<file path="config.mk">
export PLATFORM = sky130hd
export DESIGN_NAME = uart_frame_parser
export DESIGN_NICKNAME = d
export VERILOG_FILES = /design/src/rtl/uart_pkg.sv /design/src/rtl/frame_buf_ram.sv /design/src/rtl/uart_frame_parser.sv
export SDC_FILE = /design/constraint.sdc
export NUM_CORES = 1
export LEC_CHECK = 0
export CAP_MARGIN = 20
export CORE_AREA = 2 2 137 139
export DETAILED_ROUTE_END_ITERATION = 6
export DIE_AREA = 0 0 139 141
export DONT_BUFFER_PORTS = 1
export PLACE_DENSITY = 0.68
export SLEW_MARGIN = 10
export SYNTH_ARGS = -nofsm -noshare
export SYNTH_HDL_FRONTEND = slang
export SYNTH_SLANG_ARGS = --single-unit
</file>
<file path="constraint.sdc">
create_clock -name clk -period 3.05 [get_ports clk]
set_clock_uncertainty 0.2 [all_clocks]
set_input_delay 0.61 -clock clk [delete_from_list [all_inputs] [get_ports clk]]
set_output_delay 0.61 -clock clk [all_outputs]
set_load 0.02 [all_outputs]
</file>
<file path="src/rtl/uart_pkg.sv">
// rtl/uart_pkg.sv - shared constants and state encoding for the UART frame parser
// Contents:
//   HEADER_DEFAULT   default start-of-frame byte
//   ERR_*            error codes reported on err_code_out
//   parser_state_t   one-hot parser state encoding
package uart_pkg;

  localparam logic [7:0] HEADER_DEFAULT = 8'hAA;

  localparam logic [1:0] ERR_NONE = 2'b00;
  localparam logic [1:0] ERR_LEN  = 2'b01;
  localparam logic [1:0] ERR_CHK  = 2'b10;
  localparam logic [1:0] ERR_TMO  = 2'b11;

  typedef enum logic [4:0] {
    ST_HUNT    = 5'b00001,
    ST_LEN     = 5'b00010,
    ST_PAYLOAD = 5'b00100,
    ST_CHECK   = 5'b01000,
    ST_DRAIN   = 5'b10000
  } parser_state_t;

endpackage

</file>
<file path="src/rtl/frame_buf_ram.sv">
// rtl/frame_buf_ram.sv - payload buffer, DEPTH x 8 register file, 1 write / 1 async read port
// Ports:
//   clk       system clock (write port)
//   i_we      write enable
//   i_waddr   write address
//   i_wdata   write data
//   i_raddr   read address
//   o_rdata   read data, combinational from i_raddr
module frame_buf_ram #(
  parameter int DEPTH = 16,
  parameter int AW    = 5
) (
  input  logic          clk,
  input  logic          i_we,
  input  logic [AW-1:0] i_waddr,
  input  logic [7:0]    i_wdata,
  input  logic [AW-1:0] i_raddr,
  output logic [7:0]    o_rdata
);

  // Index width actually needed to address DEPTH entries; the callers' counters
  // are one bit wider because they must also hold the value DEPTH.
  localparam int IW = (DEPTH > 1) ? $clog2(DEPTH) : 1;

  // Storage is intentionally not reset; contents are only read after being written.
  logic [7:0] r_mem [DEPTH];

  always_ff @(posedge clk) begin
    if (i_we) begin
      r_mem[i_waddr[IW-1:0]] <= i_wdata;
    end
  end

  assign o_rdata = r_mem[i_raddr[IW-1:0]];

  generate
    if (AW > IW) begin : g_addr_hi
      logic w_unused_hi;
      assign w_unused_hi = ^{i_waddr[AW-1:IW], i_raddr[AW-1:IW]};
    end
  endgenerate

endmodule

</file>
<file path="src/rtl/uart_frame_parser.sv">
// rtl/uart_frame_parser.sv - assembles HEADER/LEN/payload/CHK frames from a UART byte strobe
// Ports:
//   clk, rst_n        clock, asynchronous active-low reset
//   rx_data_in        received byte, qualified by rxOK_in
//   rxOK_in           one-cycle byte strobe
//   m_data_out        payload byte stream (valid/ready)
//   m_valid_out       m_data_out valid
//   m_ready_in        consumer accepts byte
//   m_last_out        final payload byte of the frame
//   frame_len_out     LEN of the frame being drained, held until the next good frame
//   frame_ok_out      pulse: frame passed checksum
//   frame_err_out     pulse: frame discarded
//   err_code_out      01 bad LEN, 10 checksum, 11 timeout; held until the next error
//   drop_out          pulse: byte arrived while draining and was lost
module uart_frame_parser
  import uart_pkg::*;
#(
  parameter logic [7:0] HEADER         = HEADER_DEFAULT,
  parameter int         MAX_LEN        = 16,
  parameter int         TIMEOUT_CYCLES = 1_000_000
) (
  input  logic       clk,
  input  logic       rst_n,
  input  logic [7:0] rx_data_in,
  input  logic       rxOK_in,
  output logic [7:0] m_data_out,
  output logic       m_valid_out,
  input  logic       m_ready_in,
  output logic       m_last_out,
  output logic [7:0] frame_len_out,
  output logic       frame_ok_out,
  output logic       frame_err_out,
  output logic [1:0] err_code_out,
  output logic       drop_out
);

  localparam int            AW        = $clog2(MAX_LEN + 1);
  localparam int            TW        = (TIMEOUT_CYCLES > 1) ? $clog2(TIMEOUT_CYCLES) : 1;
  localparam logic [TW-1:0] TMO_LAST  = TW'(TIMEOUT_CYCLES - 1);
  localparam logic [7:0]    MAX_LEN_B = 8'(MAX_LEN);

  parser_state_t r_state;
  logic [7:0]    r_len;
  logic [7:0]    r_chk;
  logic [AW-1:0] r_idx;
  logic [AW-1:0] r_rd_idx;
  logic [TW-1:0] r_tmo;

  logic [AW-1:0] w_rd_next;
  logic [AW-1:0] w_raddr;
  logic [7:0]    w_rd_data;
  logic [7:0]    w_idx8;
  logic [7:0]    w_rd_next8;
  logic          w_we;
  logic          w_active;
  logic          w_tmo_fire;

  assign w_rd_next  = r_rd_idx + AW'(1);
  assign w_idx8     = 8'(r_idx);
  assign w_rd_next8 = 8'(w_rd_next);
  assign w_we       = rxOK_in && (r_state == ST_PAYLOAD);
  assign w_active   = (r_state == ST_LEN) || (r_state == ST_PAYLOAD) || (r_state == ST_CHECK);
  // A byte in the terminal-count cycle takes priority over the timeout.
  assign w_tmo_fire = w_active && !rxOK_in && (r_tmo == TMO_LAST);

  // m_data_out is registered, so the read port looks one beat ahead: entry 0
  // while the CHK byte is being judged, then rd_idx+1 while draining.
  assign w_raddr = (r_state == ST_DRAIN) ? w_rd_next : '0;

  frame_buf_ram #(
    .DEPTH (MAX_LEN),
    .AW    (AW)
  ) u_buf (
    .clk     (clk),
    .i_we    (w_we),
    .i_waddr (r_idx),
    .i_wdata (rx_data_in),
    .i_raddr (w_raddr),
    .o_rdata (w_rd_data)
  );

  always_ff @(posedge clk or negedge rst_n) begin
    if (!rst_n) begin
      r_state       <= ST_HUNT;
      r_len         <= '0;
      r_chk         <= '0;
      r_idx         <= '0;
      r_rd_idx      <= '0;
      r_tmo         <= '0;
      m_data_out    <= '0;
      m_valid_out   <= 1'b0;
      m_last_out    <= 1'b0;
      frame_len_out <= '0;
      frame_ok_out  <= 1'b0;
      frame_err_out <= 1'b0;
      err_code_out  <= ERR_NONE;
      drop_out      <= 1'b0;
    end else begin
      frame_ok_out  <= 1'b0;
      frame_err_out <= 1'b0;
      drop_out      <= 1'b0;

      if (rxOK_in || !w_active) begin
        r_tmo <= '0;
      end else begin
        r_tmo <= r_tmo + TW'(1);
      end

      if (w_tmo_fire) begin
        frame_err_out <= 1'b1;
        err_code_out  <= ERR_TMO;
        r_tmo         <= '0;
        r_state       <= ST_HUNT;
      end else begin
        case (r_state)
          ST_HUNT: begin
            if (rxOK_in && (rx_data_in == HEADER)) begin
              r_state <= ST_LEN;
            end
          end

          ST_LEN: begin
            if (rxOK_in) begin
              if ((rx_data_in == 8'd0) || (rx_data_in > MAX_LEN_B)) begin
                frame_err_out <= 1'b1;
                err_code_out  <= ERR_LEN;
                r_state       <= ST_HUNT;
              end else begin
                r_len   <= rx_data_in;
                r_chk   <= rx_data_in;
                r_idx   <= '0;
                r_state <= ST_PAYLOAD;
              end
            end
          end

          ST_PAYLOAD: begin
            if (rxOK_in) begin
              r_chk <= r_chk ^ rx_data_in;
              r_idx <= r_idx + AW'(1);
              if (w_idx8 == (r_len - 8'd1)) begin
                r_state <= ST_CHECK;
              end
            end
          end

          ST_CHECK: begin
            if (rxOK_in) begin
              if (rx_data_in == r_chk) begin
                frame_ok_out  <= 1'b1;
                frame_len_out <= r_len;
                r_rd_idx      <= '0;
                m_valid_out   <= 1'b1;
                m_data_out    <= w_rd_data;
                m_last_out    <= (r_len == 8'd1);
                r_state       <= ST_DRAIN;
              end else begin
                frame_err_out <= 1'b1;
                err_code_out  <= ERR_CHK;
                r_state       <= ST_HUNT;
              end
            end
          end

          ST_DRAIN: begin
            // The parser cannot accept a new frame until the buffer is empty.
            if (rxOK_in) begin
              drop_out <= 1'b1;
            end
            if (m_valid_out && m_ready_in) begin
              if (m_last_out) begin
                m_valid_out <= 1'b0;
                m_last_out  <= 1'b0;
                m_data_out  <= '0;
                r_state     <= ST_HUNT;
              end else begin
                r_rd_idx   <= w_rd_next;
                m_data_out <= w_rd_data;
                m_last_out <= (w_rd_next8 == (r_len - 8'd1));
              end
            end
          end

          default: r_state <= ST_HUNT;
        endcase
      end
    end
  end

endmodule

</file>
# Word level (Yosys, flattened, before mapping)
# Memory sizes are Yosys's and may differ from the RTL's.
# Index checks and enable logic that the tools add are counted.
# word_totals
input_bits,12
output_inout_bits,23
n_memories,1
ramBits,128
reg_bits,74
wordCells,137
# memory_table
memory,words,word_bits,read_ports,rd_clocked_by_memory_dff,wr,line_no,text
u_buf.r_mem,16,8,1,0,1,frame_buf_ram.sv:26,logic [7:0] r_mem [DEPTH];
# classes
bitwise_logic,3
magnitude_cmp,1
mux,63
n_reduce_logical,23
n_eq_ne,28
n_addsub,4
# op_table
operator,n
5-bit 2-to-1 mux,16
8-bit 2-to-1 mux,7
20-bit 2-to-1 mux,2
8-bit case mux with 2 select lines,2
5-bit case mux with 5 select lines,1
1-bit 2-to-1 mux,22
20-bit by 1-bit adder with 20-bit output (second input constant),1
20-bit == test (second input constant),1
5-bit case mux with 2 select lines,2
3-bit != test (second input constant),6
5-bit by 8-bit == test with 1-bit output,2
5-bit AND reduction,3
2-bit != test (second input constant),6
6-bit AND reduction,2
5-bit by 1-bit adder with 5-bit output (second input constant),2
2-bit 2-to-1 mux,5
3-bit by 2-bit != test with 1-bit output (second input constant),3
8-bit by 1-bit == test with 1-bit output (second input constant),1
8-bit == test,1
8-bit == test (second input constant),1
8-bit by 5-bit > comparator with 1-bit output (second input constant),1
8-bit zero test,1
4-bit AND reduction,2
8-bit by 1-bit subtractor with 8-bit output (second input constant),1
other kinds (18),31

# Longest topological paths before layout
# logic_depth
depth_word,7
mapped_depth,9
ltp_nobuf,8

# Cells and area by module
# A second synthesis with hierarchy kept.
# hier_totals
hier_cells,616
hier_area_um2,8947.3
# modules_own_cells
module,instances,seq_area_each_um2,cells_each,area_per_inst_um2
frame_buf_ram,1,3843.7,221,4987.3
uart_frame_parser,1,1853.0,395,3960.0

# Worst setup path before layout
# Ideal clock, no wire load.
# synth_timing
path_kind,reg-to-reg
start,register r_state[4]
end,"memory u_buf.r_mem[1][0], enable pin"
setup_ns,0.383
synth_period_minus_slack_ns,2.608
path_buffers,2
path_stages_with_launch,8
t_required_ns,2.467
t_arrival_ns,2.025
slack_ns,0.442
cell_sequence,dfrtp_1 -> nor2_1 -> and3_1 -> clkbuf_1 -> and2_0 -> clkbuf_1 -> nand2_1 -> nor3_1
# synth_via
elab_chain_len,4
# synth_lines
item,line_no,text
start: declaration,uart_frame_parser.sv:42,parser_state_t r_state;
start signal: assignment,uart_frame_parser.sv:84,r_state <= ST_HUNT;
start signal: assignment,uart_frame_parser.sv:113,r_state <= ST_HUNT;
start signal: assignment,uart_frame_parser.sv:118,r_state <= ST_LEN;
5-bit by 3-bit == test with 1-bit output,uart_frame_parser.sv:61,assign w_we = rxOK_in && (r_state == ST_PAYLOAD);
1-bit logical AND,uart_frame_parser.sv:61,
1-bit 2-to-1 mux,frame_buf_ram.sv:29,if (i_we) begin
1-bit 2-to-1 mux (implied by the code),frame_buf_ram.sv:30,r_mem[i_waddr[IW-1:0]] <= i_wdata;
end: declaration,frame_buf_ram.sv:26,
# No other way between the ends.

# Worst setup path after layout
# layout_timing
start,register r_state[3]
end,register m_data_out[7]
# layout_via
elab_chain_len,7
elab_cells_between_ends,21
cone_classes,eq/ne (7); mux (6); bitwise (1); reduce/logical (6); memory (1)
# layout_lines
item,line_no,text
branches (longest 7 deep; another with memory read 16 x 8 bit),--,
end signal: assignment,uart_frame_parser.sv:154,m_data_out <= w_rd_data;
end signal: assignment,uart_frame_parser.sv:178,m_data_out <= w_rd_data;
end: declaration,uart_frame_parser.sv:26,"output logic [7:0] m_data_out,"
# Parallel ways; which one is timed is not known. The select of a mux whose other input is x is not followed.
# A chain may end at the register's enable or synchronous reset.

==> results.toml <==
[critical_path]
path_cells = "or3_4 -> or3_1 -> a221oi_1 -> o21ai_0 -> a21oi_1 -> o41ai_1"
slowest_delay_ps = 660
cp_max_fo = 17
crit_required_ps = 3210
crit_type = "flop to flop"
r2r_end = "m_data_out[7]$_DFFE_PN0P_"
crit_family = "simple AND/OR/NAND/NOR gates"
worst_path_max_delay_cell = "or3_1"
reg2reg_from = "r_state[3]$_DFFE_PN0P_"
cp.arrival_ps = 3010
startpoint_type = "flop"
rrSetupSlack_ps = 200
cp-end-kind = "flop"
r2r.worst_path.cells = 6
worst-path-buf-inv = 0

[yosys]
yosysUniqueCellTypes = 62
syn_inst = 740
synth.area.top_cells = "edfxtp_1 43%, dfrtp_1 20%, nand2_1 4.5%"
avgSynthCellArea_um2 = 12.13
seq_area_frac_synth = 0.6347
synth_edf_count = 128
synth-async-reset-ratio = 0.3663
synth.top_cell.area_share = 0.4282
yosys.area.top_type = "edfxtp_1"
ys_warn_count = 0
synth_nets = 760
ys.flop_type = "edfxtp_1"
ys_ff_latch = 202
syn_area_um2 = 8976

[clocking]
cts_tree = "done"
postCtsSetupBuffers = 0
cts_root_buf = "clkbuf_16"
cts_resized = 0
ctsHtreeMaxLevel = 1
clockBufferDepth = 3
cts_sinks = 202
clkLatencyLatePin_ps = 490
clk_pin_slew_ps = 60
cts_buffers = 21

[global_route]
grt_pass1_wl_mm = 33.13
antenna_found_initial = 1
grt_usage = 0.2151
grt_pass1_vias = 5943
grt.overflow.total = 0
grt_max_degree = 75

[placement]
hpwl_mm = 13.70
place_area_um2 = 9336
place_congestion = 0.8754
io_buffers = 0

[timing]
slew_violations = 0
hold_violations = 0
layout_min_cycle_time_ps = 2848
worst_pin_slew_ps = 994.8
finalSetupTns_ps = 0
slew_headroom = 0.3337
period_share = 0.9338
rsz0062_at_grt = "no"
fmax_ghz = 0.3511
setup_viol = 0
hold_slack_ps = 16.83

[floorplanning]
core-area_um2 = 18270
chipWidth_um = 139
fp-row-count = 50
num_io_pins = 35
initial_utilization = 0.4914
die_y_um = 141
die_area_um2 = 19600

[drt]
drtIter0Drc = 520
finalWirelength_mm = 21.33
post_drt_wl_per_cell_um = 21.01
drtAntennaViolNets = 0
viasPerCell = 5.865
dr.pass1.iters = 5
vias = 5953
drc = 0

[worst_hold_path]
min_path_type = "input pin to flop"
whs_path_depth = 0
hold_start = "rx_data_in[5]"
hold_end = "u_buf.r_mem[4][5]$_DFFE_PP_"

[power]
p_leak_nw = 3.678
power_density_nw_per_um2 = 609.4
ir_worst_vdd_mv = 0.4054

[cells_and_area]
area_delta_synth_final_pct = 12.96
drive_gt1_frac = 0.1229
utilization = 0.5551
finalNetCount = 787
final_area_um2 = 10140
antennaDiodeCount = 0

[run_status]
status = "finished, final reports clean"

[run]
max_cap_viol_count = 0
==> kinds of logic (layout without fill, tap and decap cells) <==
kind of cell | after synthesis | count (layout) | share of synthesized area
buf+inv | 50 | 91 | 0.02634
mux | 24 | 24 | 0.03234
compound gates | 121 | 121 | 0.09312
fa+ha+maj | 8 | 8 | 0.01115
xor+xnor | 56 | 56 | 0.05548
flops | 202 | 202 | 0.6347
simple gates | 279 | 279 | 0.1469
==> placed cells by master, fill, tap and decap left out, drive strengths merged, types with 11 or more instances in the layout <==
cell type	n
edfxtp	128
mux2i	11
nand2	108
a21oi	38
dlygate4sd3	13
dfrtp	73
clkbuf	28
and2	14
nor3	23
xnor2	24
o21ai	22
buf	32
xor2	32
nor2	56
nand3	30
==> how the worst max path moves through the flow <==
stage,start,to,slack [ps],cells after the start
after global routing,r_len[0]$_DFFE_PN0P_,r_state[2]$_DFFE_PN0P_,100,8
after detailed placement,r_state[3]$_DFFE_PN0P_,m_data_out[7]$_DFFE_PN0P_,270,6
after global placement,r_state[3]$_DFFE_PN0P_,m_data_out[7]$_DFFE_PN0P_,360,6
after CTS,r_state[3]$_DFFE_PN0P_,m_data_out[7]$_DFFE_PN0P_,260,6
after floorplan,r_state[4]$_DFFE_PN0P_,u_buf.r_mem[1][0]$_DFFE_PP_,440,7
final,r_state[3]$_DFFE_PN0P_,m_data_out[7]$_DFFE_PN0P_,200,6
==> what timing repair did <==
item | CTS | global route
setup endpoints to repair | 0 | 0
endpoints found under the hold margin | 77 | 23
hold buffers | 4 | 10
==> final cells by class <==
type / count / area [um^2]
flip-flops and latches: 202 / 5697
multi-input cells: 488 / 3068
inverters: 9 / 33.78
clock inverters: 9 / 73.82
repair buffers: 45 / 402.9
clock buffers: 28 / 571.8
fillers: 1516 / 8128
well taps: 234 / 292.8
==> cells in the mapped netlist (3+ instances only) <==
cell	count
o31ai_1	3
xnor2_1	24
and3_1	6
o211ai_1	3
clkbuf_1	27
mux2i_1	11
nor2_1	56
nand4_1	10
buf_4	3
ha_1	8
xor2_1	31
nor3_1	20
o21ai_0	22
nor2b_1	5
buf_6	4
a221oi_1	9
nand2b_1	6
nor4_1	5
a21oi_1	37
nand3_1	30
or2_2	4
buf_2	6
and2_0	5
and2_1	9
inv_1	9
mux4_2	3
a211oi_1	8
edfxtp_1	128
o221ai_2	6
o21a_1	3
nand2_1	108
dfrtp_1	73
mux2_2	10
a31oi_1	9
o41ai_1	6
==> flip-flops by register name, indices dropped and copies added (netlist names) <==
signal         cells
r_len              8
r_idx              5
r_tmo             20
r_rd_idx           5
err_code_out       2
r_state            5
u_buf.r_mem      128
m_last_out         1
m_valid_out        1
frame_len_out      8
frame_err_out      1
drop_out           1
r_chk              8
frame_ok_out       1
m_data_out         8
==> per-stage QoR <==
step,total power [W],cells,worst slack (ps)
floorplan,0.003663,740,441.9
global placement,0.003725,964,361.2
detailed placement,0.003756,964,271.2
CTS,0.006189,1005,257.0
global route,0.006422,1015,100.1
finish,0.006179,1015,201.9
==> where the power goes <==
part	leakage (nW)	switching [W]	internal (W)
Combinational	1.20	0.000317	0.000265
Clock	0.317	0.00102	0.00140
Sequential	2.16	0.000155	0.00302
==> per-layer routing <==
layer	track usage	routed length, um	vias to the layer above
li1	-	-	2731
met3	0.04246	1636	30
met2	0.3526	10250	203
met5	0	0	-
met1	0.2981	9037	2989
met4	0.05582	398	0
Note: power is estimated with default switching activity, not from simulation.
